## config.mk

```make
export PLATFORM = sky130hd
export DESIGN_NAME = lc4_div_iter
export DESIGN_NICKNAME = d
export VERILOG_FILES = /design/src/rtl/lc4_div_iter.sv
export SDC_FILE = /design/constraint.sdc
export NUM_CORES = 1
export LEC_CHECK = 0
export BUFFER_PORTS_ARGS = -buffer_cell sky130_fd_sc_hd__buf_2
export CORE_ASPECT_RATIO = 0.7
export CORE_MARGIN = 2
export CORE_UTILIZATION = 60
export CTS_BUF_LIST = sky130_fd_sc_hd__clkbuf_2 sky130_fd_sc_hd__clkbuf_4 sky130_fd_sc_hd__clkbuf_8
export DETAILED_ROUTE_END_ITERATION = 10
export PLACE_DENSITY = 0.87
export SETUP_SLACK_MARGIN = 0.05
export SLEW_MARGIN = 20
export SYNTH_ARGS = -nofsm -noshare
export SYNTH_HDL_FRONTEND = slang
export SYNTH_SLANG_ARGS = --single-unit
```

## constraint.sdc

```tcl
create_clock -name clk -period 6.1 [get_ports clk]
set_clock_uncertainty 0.2 [all_clocks]
set_input_delay 0.305 -clock clk [delete_from_list [all_inputs] [get_ports clk]]
set_output_delay 0.305 -clock clk [all_outputs]
set_load 0.005 [all_outputs]
```

## src/rtl/lc4_div_iter.sv

```systemverilog
// Iterative 16-bit unsigned restoring divider for the LC4 DIV/MOD path.
// One quotient bit per cycle through a shared carry-lookahead adder, valid/ready on both sides.

module cla16 (
  input  logic [15:0] a,
  input  logic [15:0] b,
  input  logic        cin,
  output logic [15:0] sum
);
  logic [15:0] p, g, c;
  logic [3:0]  gp, gg, gc;

  assign p = a ^ b;
  assign g = a & b;

  // Group carries resolved in one lookahead level from 4-bit group P/G.
  assign gc[0] = cin;
  assign gc[1] = gg[0] | (gp[0] & cin);
  assign gc[2] = gg[1] | (gp[1] & gg[0]) | (gp[1] & gp[0] & cin);
  assign gc[3] = gg[2] | (gp[2] & gg[1]) | (gp[2] & gp[1] & gg[0]) |
                 (gp[2] & gp[1] & gp[0] & cin);

  for (genvar k = 0; k < 4; k++) begin : g_grp
    localparam int B = 4 * k;
    assign gp[k] = &p[B +: 4];
    assign gg[k] = g[B+3] | (p[B+3] & g[B+2]) | (p[B+3] & p[B+2] & g[B+1]) |
                   (p[B+3] & p[B+2] & p[B+1] & g[B]);
    assign c[B]   = gc[k];
    assign c[B+1] = g[B] | (p[B] & gc[k]);
    assign c[B+2] = g[B+1] | (p[B+1] & g[B]) | (p[B+1] & p[B] & gc[k]);
    assign c[B+3] = g[B+2] | (p[B+2] & g[B+1]) | (p[B+2] & p[B+1] & g[B]) |
                    (p[B+2] & p[B+1] & p[B] & gc[k]);
  end

  assign sum = p ^ c;
endmodule

module lc4_div_iter #(
  parameter int WIDTH = 16
) (
  input  logic             clk,
  input  logic             rst_n,
  input  logic             in_valid,
  output logic             in_ready,
  input  logic [WIDTH-1:0] dividend,
  input  logic [WIDTH-1:0] divisor,
  output logic             out_valid,
  input  logic             out_ready,
  output logic [WIDTH-1:0] quotient,
  output logic [WIDTH-1:0] remainder
);
  localparam logic [1:0] S_IDLE = 2'b00;
  localparam logic [1:0] S_RUN  = 2'b01;
  localparam logic [1:0] S_DONE = 2'b10;

  logic [1:0]  state;
  logic [3:0]  cnt;
  logic [15:0] rem, quo, div;
  logic [15:0] sh, ndiv, diff;
  logic        c15, cout, ge;

  assign sh   = {rem[14:0], quo[15]};
  assign ndiv = ~div;

  cla16 u_cla (.a(sh), .b(ndiv), .cin(1'b1), .sum(diff));

  // The adder exposes no carry-out; recover the bit-15 carry-in from the sum, then take the majority.
  assign c15  = diff[15] ^ sh[15] ^ ndiv[15];
  assign cout = (sh[15] & ndiv[15]) | (sh[15] & c15) | (ndiv[15] & c15);
  // A set rem[15] means the shifted value is a 17-bit number, which always exceeds div.
  assign ge   = rem[15] | cout;

  assign in_ready  = (state == S_IDLE);
  assign out_valid = (state == S_DONE);
  assign quotient  = quo;
  assign remainder = rem;

  always_ff @(posedge clk or negedge rst_n) begin
    if (!rst_n) begin
      state <= S_IDLE;
      cnt   <= '0;
      rem   <= '0;
      quo   <= '0;
      div   <= '0;
    end else begin
      case (state)
        S_IDLE: if (in_valid) begin
          cnt <= '0;
          rem <= '0;
          if (divisor != '0) begin
            state <= S_RUN;
            quo   <= dividend;
            div   <= divisor;
          end else begin
            state <= S_DONE;
            quo   <= '0;
            div   <= '0;
          end
        end
        S_RUN: begin
          rem <= ge ? diff : sh;
          quo <= {quo[14:0], ge};
          cnt <= cnt + 4'd1;
          if (cnt == 4'd15) state <= S_DONE;
        end
        S_DONE: if (out_ready) state <= S_IDLE;
        default: state <= S_IDLE;
      endcase
    end
  end
endmodule
```

; After elaboration in Yosys (flattened, before gate mapping)
; Index checks and enable logic that the tools add are counted.
[totals]
word_cells = 140
output_inout_bits = 34
input_bits = 36
reg_bits = 54
[classes]
n_bitwise = 105
muxes = 14
reduce_logical = 9
n_addsub = 1
eq_ne = 6
[op_table]
columns = operator, n
row1 = $mux 16, 5
row2 = $pmux 16 s2, 2
row3 = $and 1x1->1, 57
row4 = $or 1x1->1, 42
row5 = $xor 16x16->16, 2
row6 = $not 16->16, 1
row7 = $reduce_bool 16->1, 1
row8 = $and 15x15->15, 1
row9 = $reduce_and 4->1, 3
row10 = $mux 2, 4
row11 = $pmux 4 s2, 1
row12 = $pmux 2 s3, 1
row13 = $add 4x1->4 const B, 1
row14 = $eq 4x4->1 const B, 1
row15 = $mux 4, 1
row16 = $ne 2x2->1 const B, 2
row17 = $reduce_and 2->1, 2
row18 = $reduce_and 3->1, 1
row19 = $eq 2x1->1 const B, 1
row20 = $eq 2x2->1 const B, 1
row21 = $logic_not 2->1, 1
row22 = $ne 2x1->1 const B, 1
row23 = $reduce_bool 2->1, 1
row24 = $xor 1x1->1, 2

; Depth between registers and ports, before layout
; Gate-level depths: netlist of the first run.
[logic_depth]
depth_word = 21
ltp_mapped = 11
depth_no_buf = 10

; Modules after synthesis
; Synthesis of the first run repeated with hierarchy kept, for this count alone.
[unflattened]
cells_unflattened = 312
area_unflattened_um2 = 3251.9
[modules_own_cells]
columns = mod, cells_each, n_inst, seq_area_each_um2, area_per_inst_um2
row1 = lc4_div_iter, 235, 1, 1351.3, 2566.2
row2 = cla16, 77, 1, 0.0, 685.7

; Worst setup path after synthesis of the first run
; Ideal clock, no wire load.
[synth_path]
path_type = reg2reg
from = register rem[2] (netlist: remainder[2])
to = register rem[12] (netlist: remainder[12])
synth_period_minus_slack_ns = 2.649
t_arrival_ns = 2.380
setup_time_ns = 0.069
stages_incl_launch_ff = 9
n_path_buf = 0
path_slack_ns = 3.451
required_ns = 5.831
cell_sequence = dfrtp_1 ha_1 or3_4 o221ai_2 o211a_4 nand2b_1 fa_1 or3_1 nand3_1
[synth_via]
elab_chain_cells = 19
word_cells_on_any_way = 27
classes_between = mux: 2 / bitwise: 24 / reduce/logical: 1
[synth_rtl]
columns = item, line_no
row1 = start: declaration, 58  ; logic [15:0] rem, quo, div;
row2 = start signal: assignment, 101  ; rem <= ge ? diff : sh;
row3 = $xor 16x16->16, 13  ; assign p = a ^ b;
row4 = "$and 1x1->1, on equally long branches", "26, 27"
row5 = $or 1x1->1 (tied with other cells), 26  ; assign gg[k] = g[B+3] | (p[B+3] & g[B+2]) | (p[B+3] & p[B+2] & g[B+1]) |
row6 = $or 1x1->1 / $and 1x1->1 (equally long branches), "26, 27"
row7 = $or 1x1->1, 26
row8 = $and 1x1->1, 20  ; assign gc[3] = gg[2] | (gp[2] & gg[1]) | (gp[2] & gp[1] & gg[0]) |
row9 = $or 1x1->1, 20
row10 = $or 1x1->1 *, 20
row11 = $and 1x1->1, 32  ; (p[B+2] & p[B+1] & p[B] & gc[k]);
row12 = $or 1x1->1, 31  ; assign c[B+3] = g[B+2] | (p[B+2] & g[B+1]) | (p[B+2] & p[B+1] & g[B]) |
row13 = $xor 16x16->16 *, 35  ; assign sum = p ^ c;
row14 = $xor 1x1->1 (2 in a row), 68  ; assign c15 = diff[15] ^ sh[15] ^ ndiv[15];
row15 = $and 1x1->1, 69  ; assign cout = (sh[15] & ndiv[15]) | (sh[15] & c15) | (ndiv[15] & c15);
row16 = $or 1x1->1 (2 in a row), 69
row17 = $or 1x1->1, 71  ; assign ge = rem[15] | cout;
row18 = $mux 16 *, 101
row19 = $pmux 16 s2 *, 86  ; case (state)
; Mark *: on every way between the ends. The rest lies on a longest branch, timed or not.
; A chain may end at the register's enable or synchronous reset.

; Worst setup path in the final report of the first run
[layout_path]
from = register rem[2] (netlist: remainder[2])
to = register rem[1] (netlist: remainder[1])
[layout_via]
elab_chain_cells = 19
word_cells_on_any_way = 27
classes_between = mux: 2 / bitwise: 24 / reduce/logical: 1
[layout_rtl]
columns = item, line_no
row1 = $xor 16x16->16, 13
row2 = "$and 1x1->1, on equally long branches", "26, 27"
row3 = $or 1x1->1 (tied with other cells), 26
row4 = $or 1x1->1 / $and 1x1->1 (equally long branches), "26, 27"
row5 = $or 1x1->1, 26
row6 = $and 1x1->1, 20
row7 = $or 1x1->1, 20
row8 = $or 1x1->1 *, 20
row9 = [... 2 more ...], -
row10 = $xor 16x16->16 *, 35
row11 = $xor 1x1->1 * (2 in a row), 68
row12 = $and 1x1->1, 69
row13 = $or 1x1->1, 69
row14 = $or 1x1->1 *, 69
row15 = $or 1x1->1 *, 71
row16 = $mux 16 *, 101
row17 = $pmux 16 s2 *, 86
; Marks and branches as above.

==> metrics, run 1 <==
flip-flop cell with the highest count after synthesis dfrtp_1; routed wire length 7.07 mm; share of final-layout standard cells stronger than drive strength 1 28.4%; Die Area 0.00575 mm2; Synth Register Bits 54; path type of the worst setup path reg2reg; number of max-cap violations 0; final hold slack 0.0111 ns; leading area contributor after synthesis dfrtp_1; setup repair after global routing missed its margin no; ranking of synthesized cells by area dfrtp_1 (44%), ha_1 (6.9%), mux2_2 (6.2%), a222oi_1 (4.9%), inv_1 (4.2%); net count of the mapped netlist 356; mean instance size in the synthesized netlist 10.3 um2; clock transition time at the flip-flop clock pins of the worst setup and hold paths 0.10 ns; vias 2618; critical-path maximum fanout 19; Filler cells 339; VDD IR max 297 uV; number of global-route vias before repair 2470; most common cell after layout, fill and taps aside buf_2; data arrival time of the critical path 2.94 ns; H-Tree Depth 2; kind of launch point of the worst setup path register; warning count from the yosys run 0; clock tree from TritonCTS done; post-detailed-route DRC marker count 0; post-route minimum period 2.96 ns; Starting Density 63.6%; Pre-Repair DR Iteration Count 5; WL/cell 16.2 um; Boundary Pins 70; Longest Clk Path Bufs 2; remaining global-route overflow 0; final-report max-slew violation count 0; remaining antenna violation count after routing 0; share of the yosys chip area belonging to registers 43.7%; period utilisation layout 48.6%; Synth-to-Final Area Change 16.8%; clock sink count 54; run status completed; Worst slew margin 27.9%; highest clock frequency the design can meet 338 MHz; clock buffer count from CTS 5; accumulated negative setup slack 0 ns; number of nets in the layout 421; summed instance area of the synthesized netlist 0.00309 mm2; count of distinct cell types in the synthesized netlist 47; final count of negative-setup-slack endpoints 0; via count normalized by instance count 6.02; power density of the placed cells 691 mW/mm2; wire length of the first global-routing pass 11.8 mm; Gate Count Post-Synth 300; total power after layout 2.49 mW; number of synthesized flops with an enable pin 0; row cnt 21; overall die width 89.8 um; ant diodes 0; Iter 0 DRT Violations 236; root buffer cell clkbuf_8; most used cells in the layout excluding fill and tap cells buf_2 (69), dfrtp_1 (54), inv_1 (35); min-delay worst type in2reg; total of cells resized after clock tree synthesis 0; die span in y 64.1 um; static leakage 1.80 nW; maximum number of pins on one net before global-route repair 55; Slew @ Worst Pin 1.08 ns; number of endpoints with negative hold slack in the final report 0; endpoint class of the critical path register; data required time at the worst endpoint 6.08 ns; gpl congestion 0.895; HPWL reported at the end of detailed placement 5.02 mm; count of buffers inserted at the top-level ports 69; fraction of registers with async set or reset after synthesis 100%; Clk Latency, worst-skew pair 0.32 ns; placeable core region 0.00486 mm2; number of antenna violations at the first check in global routing 0; Overall Global Routing Usage 26.2%; fraction of synthesized cell area taken by the top area cell type 43.7%
-- where the power goes --
part	leakage [nW]	internal [mW]	switching (mW)
combinational	1.09	0.708	0.824
sequential	0.652	0.552	0.161
clock	0.0587	0.125	0.125
-- state kept, by name, summed over array words and instances (netlist names) --
register,flops
state,2
cnt,4
remainder,16
div,16
quotient,16
-- layer usage --
metal | vias to the layer above | part of all wire (%) | GRT usage, %
li1 | 1217 | - | -
met1 | 1248 | 44 | 35.4
met2 | 135 | 46 | 41.0
met3 | 18 | 8.3 | 5.54
met4 | 0 | 2.4 | 12.3
met5 | - | 0 | 0
-- area by class of cell --
| type | count | area, um2 | share of cell area, % |
|---|---|---|---|
| multi-input combinational | 198 | 1560 | 43.3 |
| clock buffer | 5 | 68.8 | 1.91 |
| clock inverter | 3 | 47.5 | 1.32 |
| tap | 69 | 86.3 | 2.39 |
| sequential | 54 | 1350 | 37.4 |
| timing repair buffer | 71 | 363 | 10.0 |
| inverter | 35 | 131 | 3.64 |
-- worst max-delay path, cell delays in order (launching register included) --
cell and delay (ns):
dfrtp_1 0.42, ha_1 0.26, or3_4 0.40, o221ai_2 0.28, o211a_4 0.22, a21oi_2 0.09, a21boi_4 0.60, mux2i_1 0.25
o21ai_0 0.10
-- what timing repair did --
item	CTS	global route
endpoints found under the hold margin	54	0
setup buffers	0	0
hold buffers	1	0
-- stage by stage --
stage	instance area (um2)	cells	setup WS, ns	utilization [%]
after floorplan	3090	300	3.45	-
after global placement	3460	426	2.99	71.3
after detailed placement	3470	426	2.90	71.4
after CTS	3600	435	2.86	74.0
after global routing	3610	435	2.93	74.3
final	3610	435	3.14	74.3
-- cells by family after synthesis --
group           Yosys count  synth area share, %
compound gates           70                 16.7
simple gates             69                 11.3
xor+xnor                 10                 2.83
buf+inv                  48                 6.60
mux                      28                 9.75
flops                    54                 43.7
fa+ha+maj                21                 9.15
-- worst paths after layout --
| path | startpoint | to | slack (ns) | cells past startpoint |
|---|---|---|---|---|
| setup / recovery | remainder[2] | remainder[1] | 3.14 | 8 |
| hold / removal | dividend[7] | quotient[7] | 0.01 | 3 |
| setup reg to reg | remainder[2] | remainder[1] | 3.14 | 8 |
| hold reg to reg | cnt[3] | cnt[3] | 0.30 | 1 |
| max in group asynchronous | rst_n | remainder[3] | 4.82 | 3 |
| min in group asynchronous | rst_n | state[1] | 0.44 | 3 |
-- synth_stat cells, types with 2 or more instances --
library cell  count
fa_1              3
a222oi_1         15
nand3_1          18
xnor2_1           6
o21a_1            5
dfrtp_1          54
o21ai_1           4
and4_1            2
inv_1            35
nand2_1          19
and2_1            2
clkbuf_1         11
mux2i_1          11
or3_1             3
mux2_2           17
xor2_1            4
ha_1             17
nor2_1           10
a21oi_1          12
nor4_1            4
nor2b_1           2
nand4_1           3
o21ai_0          16
o211ai_1          2
nand2b_1          3
(Power assumes the default switching activity.)
==> inputs of run 2 (changes only) <==
- ABC_AREA: default -> 1
- CORE_UTILIZATION: 60 -> 57
- PLACE_DENSITY: 0.87 -> 0.83
- clock period: 6.1 -> 3 ns (I/O delays scaled with it)
==> run 2 against run 1 <==
Compared with the run above: largest power group unchanged; highest routed layer unchanged; final cell count grew 37%; total power grew 110%; fmax grew 23%; register-to-register slack lost 2.5 ns; sequential power grew 89%; non-clock buffer count grew 40; final area grew 16%; via count grew 22%.
==> metrics, run 2 <==
Filler cells 435; r2r setup slk 0.60 ns; fraction of synthesized cell area taken by the top area cell type 40.6%; Overall Global Routing Usage 27.9%; XOR/XNOR share of the synthesized area 1.84%; Worst slew margin 46.2%; Boundary Pins 70; Synth-to-Final Area Change 25.5%; Post-Place Cell Area 0.00373 mm2; row cnt 23; Longest Clk Path Bufs 2; post-route minimum period 2.40 ns; combinational family with the most area after synthesis simple AND/OR/NAND/NOR gates; maximum number of pins on one net before global-route repair 49; final-report max-slew violation count 0; period utilisation layout 80.0%; run status completed; WL/cell 14.4 um; total of cells resized after clock tree synthesis 0; clock transition time at the flip-flop clock pins of the worst setup and hold paths 0.10 ns; most common cell after layout, fill and taps aside nand2_1; gpl congestion 0.917; Synth Register Bits 54; kind of launch point of the worst setup path register; data required time at the worst endpoint 3.00 ns; ranking of synthesized cells by area dfrtp_1 (41%), nand2_1 (12%), inv_1 (8.2%), nand3_1 (7.8%), ha_1 (6.4%); count of distinct cell types in the synthesized netlist 32; data arrival time of the critical path 2.40 ns; final count of negative-setup-slack endpoints 0; part of the power in the clock network 8.1%; post-route cell area 0.00418 mm2; min-delay worst type in2async; M2 GR Usage 47.8%; vias 3191; Slew @ Worst Pin 0.807 ns; post-detailed-route DRC marker count 0; share of the yosys chip area belonging to registers 40.6%; logic gate share of total power 66.6%; share of synthesized cell area in and, or, nand and nor gates 29.3%; endpoint class of the critical path register; Starting Density 58.7%; Pre-Repair DR Iteration Count 5; warning count from the yosys run 0; number of max-cap violations 0; overall die width 95.3 um; clock sink count 54; GR met1 Demand/Resource 36.2%; static leakage 2.25 nW; post-CTS setup repair buffer count 0; die span in y 67.9 um; Clk Latency, worst-skew pair 0.31 ns; accumulated negative setup slack 0 ns; number of endpoints with negative hold slack in the final report 0; routed wire length 8.57 mm; met3 Track Usage GR 6.28%; VDD IR max 528 uV; number of synthesized flops with an enable pin 0; flip-flop cell with the highest count after synthesis dfrtp_1; fraction of power spent switching nets 49.9%; critical-path maximum fanout 3; HPWL reported at the end of detailed placement 5.64 mm; Post-CTS Hold Fix Bufs 35; ant diodes 0; number of antenna violations at the first check in global routing 0; power density of the placed cells 1280 mW/mm2; via count normalized by instance count 5.36; remaining antenna violation count after routing 0; leading area contributor after synthesis dfrtp_1; adder-cell share of the synthesized area 8.20%; clock tree from TritonCTS done; mux share of post-synthesis cell area 0%; mean instance size in the synthesized netlist 8.00 um2; path type of the worst setup path reg2reg; clock buffer count from CTS 5; highest clock frequency the design can meet 417 MHz; setup repair after global routing missed its margin no; net count of the mapped netlist 472; share of final-layout standard cells stronger than drive strength 1 21.9%; layer with the highest usage after global routing met2; summed instance area of the synthesized netlist 0.00333 mm2; wire length of the first global-routing pass 14.0 mm; number of nets in the layout 575; Gate Count Post-Synth 416; Iter 0 DRT Violations 201; number of global-route vias before repair 2999; H-Tree Depth 2; most used cells in the layout excluding fill and tap cells nand2_1 (102), inv_1 (73), buf_2 (69); Die Area 0.00648 mm2; share of the synthesized area in compound gates (AO/OA/AOI/OAI) 9.02%; switching component of the power 2.66 mW; placeable core region 0.00567 mm2; fraction of registers with async set or reset after synthesis 100%; list of most frequent post-synthesis cells nand2_1 (102), inv_1 (73), dfrtp_1 (54); root buffer cell clkbuf_8; remaining global-route overflow 0; leading cell type by number of instances after synthesis nand2_1; count of buffers inserted at the top-level ports 69; register share of total power 25.3%; internal power 2.67 mW
==> run 2: changes by cell type in the layout (fill, tap and decap cells not counted), sizes merged, moves of 6 or more <==
cell         previous run  this run
nand3                  18        63
a222oi                 15         0
nand2                  19       118
buf                    70        76
inv                    36        73
mux2i                  11         0
mux2                   17         0
o221ai                  1        13
a21oi                  13         5
dlygate4sd3             1        35
==> run 2: path summary, 6_finish.rpt <==
check                                  start       endpoint  cells after the start
worst min register to register        cnt[3]         cnt[3]                      1
min in group clk                      cnt[3]         cnt[3]                      1
worst min-delay path                   rst_n  remainder[12]                      2
worst max register to register  quotient[15]   remainder[9]                     13
max in group asynchronous              rst_n    quotient[0]                      3
worst max-delay path            quotient[15]   remainder[9]                     13
==> run 2: power groups by stage <==
stage | logic, mW | clock network [mW] | registers (mW)
floorplan | 2.71 | 0 | 1.33
global placement | 3.35 | 0 | 1.33
detailed placement | 3.46 | 0 | 1.35
CTS | 3.52 | 0.445 | 1.34
global route | 4.02 | 0.468 | 1.39
finish | 3.55 | 0.431 | 1.35
==> run 2: kinds of logic after synthesis <==
group,Yosys count
AOI/OAI and AO/OA,46
xor gates and xnor gates,7
DFF,54
and+or+nand+nor,201
buffers and inverters,88
adders and majority gates,20
==> run 2: cell type report <==
cell class,instances,area [um2],share of cell area (%)
multi-input cells,274,1610,38.6
flip-flops and latches,54,1350,32.4
repair buffers,111,748,17.9
inverters,73,274,6.56
well taps,75,93.8,2.25
clock buffers,6,82.6,1.98
clock inverters,2,12.5,0.300
==> run 2: metal layers <==
layer | up-vias | part of all wire [%]
met3 | 12 | 7.8
met5 | - | 0
met2 | 133 | 48
met4 | 0 | 1.2
met1 | 1495 | 43
li1 | 1551 | -
==> run 2: worst max-delay path: stages, from the launching register on <==
cell and delay, ns:
dfrtp_1 0.38, inv_1 0.09, ha_1 0.33, nand2_1 0.11, inv_1 0.04, nand2_1 0.07
nand3_2 0.11, nand2_2 0.09, nand2_1 0.11, fa_1 0.40, xnor2_1 0.17, nand2_2 0.07
nand3_2 0.05, nand2_1 0.05
==> run 2: stage by stage <==
step	setup slack [ns]	cells	util [%]	hold slack (ns)	power, mW
finish	0.601	595	73.6	0.110	5.33
global route	0.419	595	73.6	0.160	5.88
global placement	0.705	552	65.8	-0.0750	4.68
detailed placement	0.650	552	65.8	-0.0662	4.81
CTS	0.616	595	73.6	0.127	5.31
floorplan	0.819	416	-	-0.346	4.04
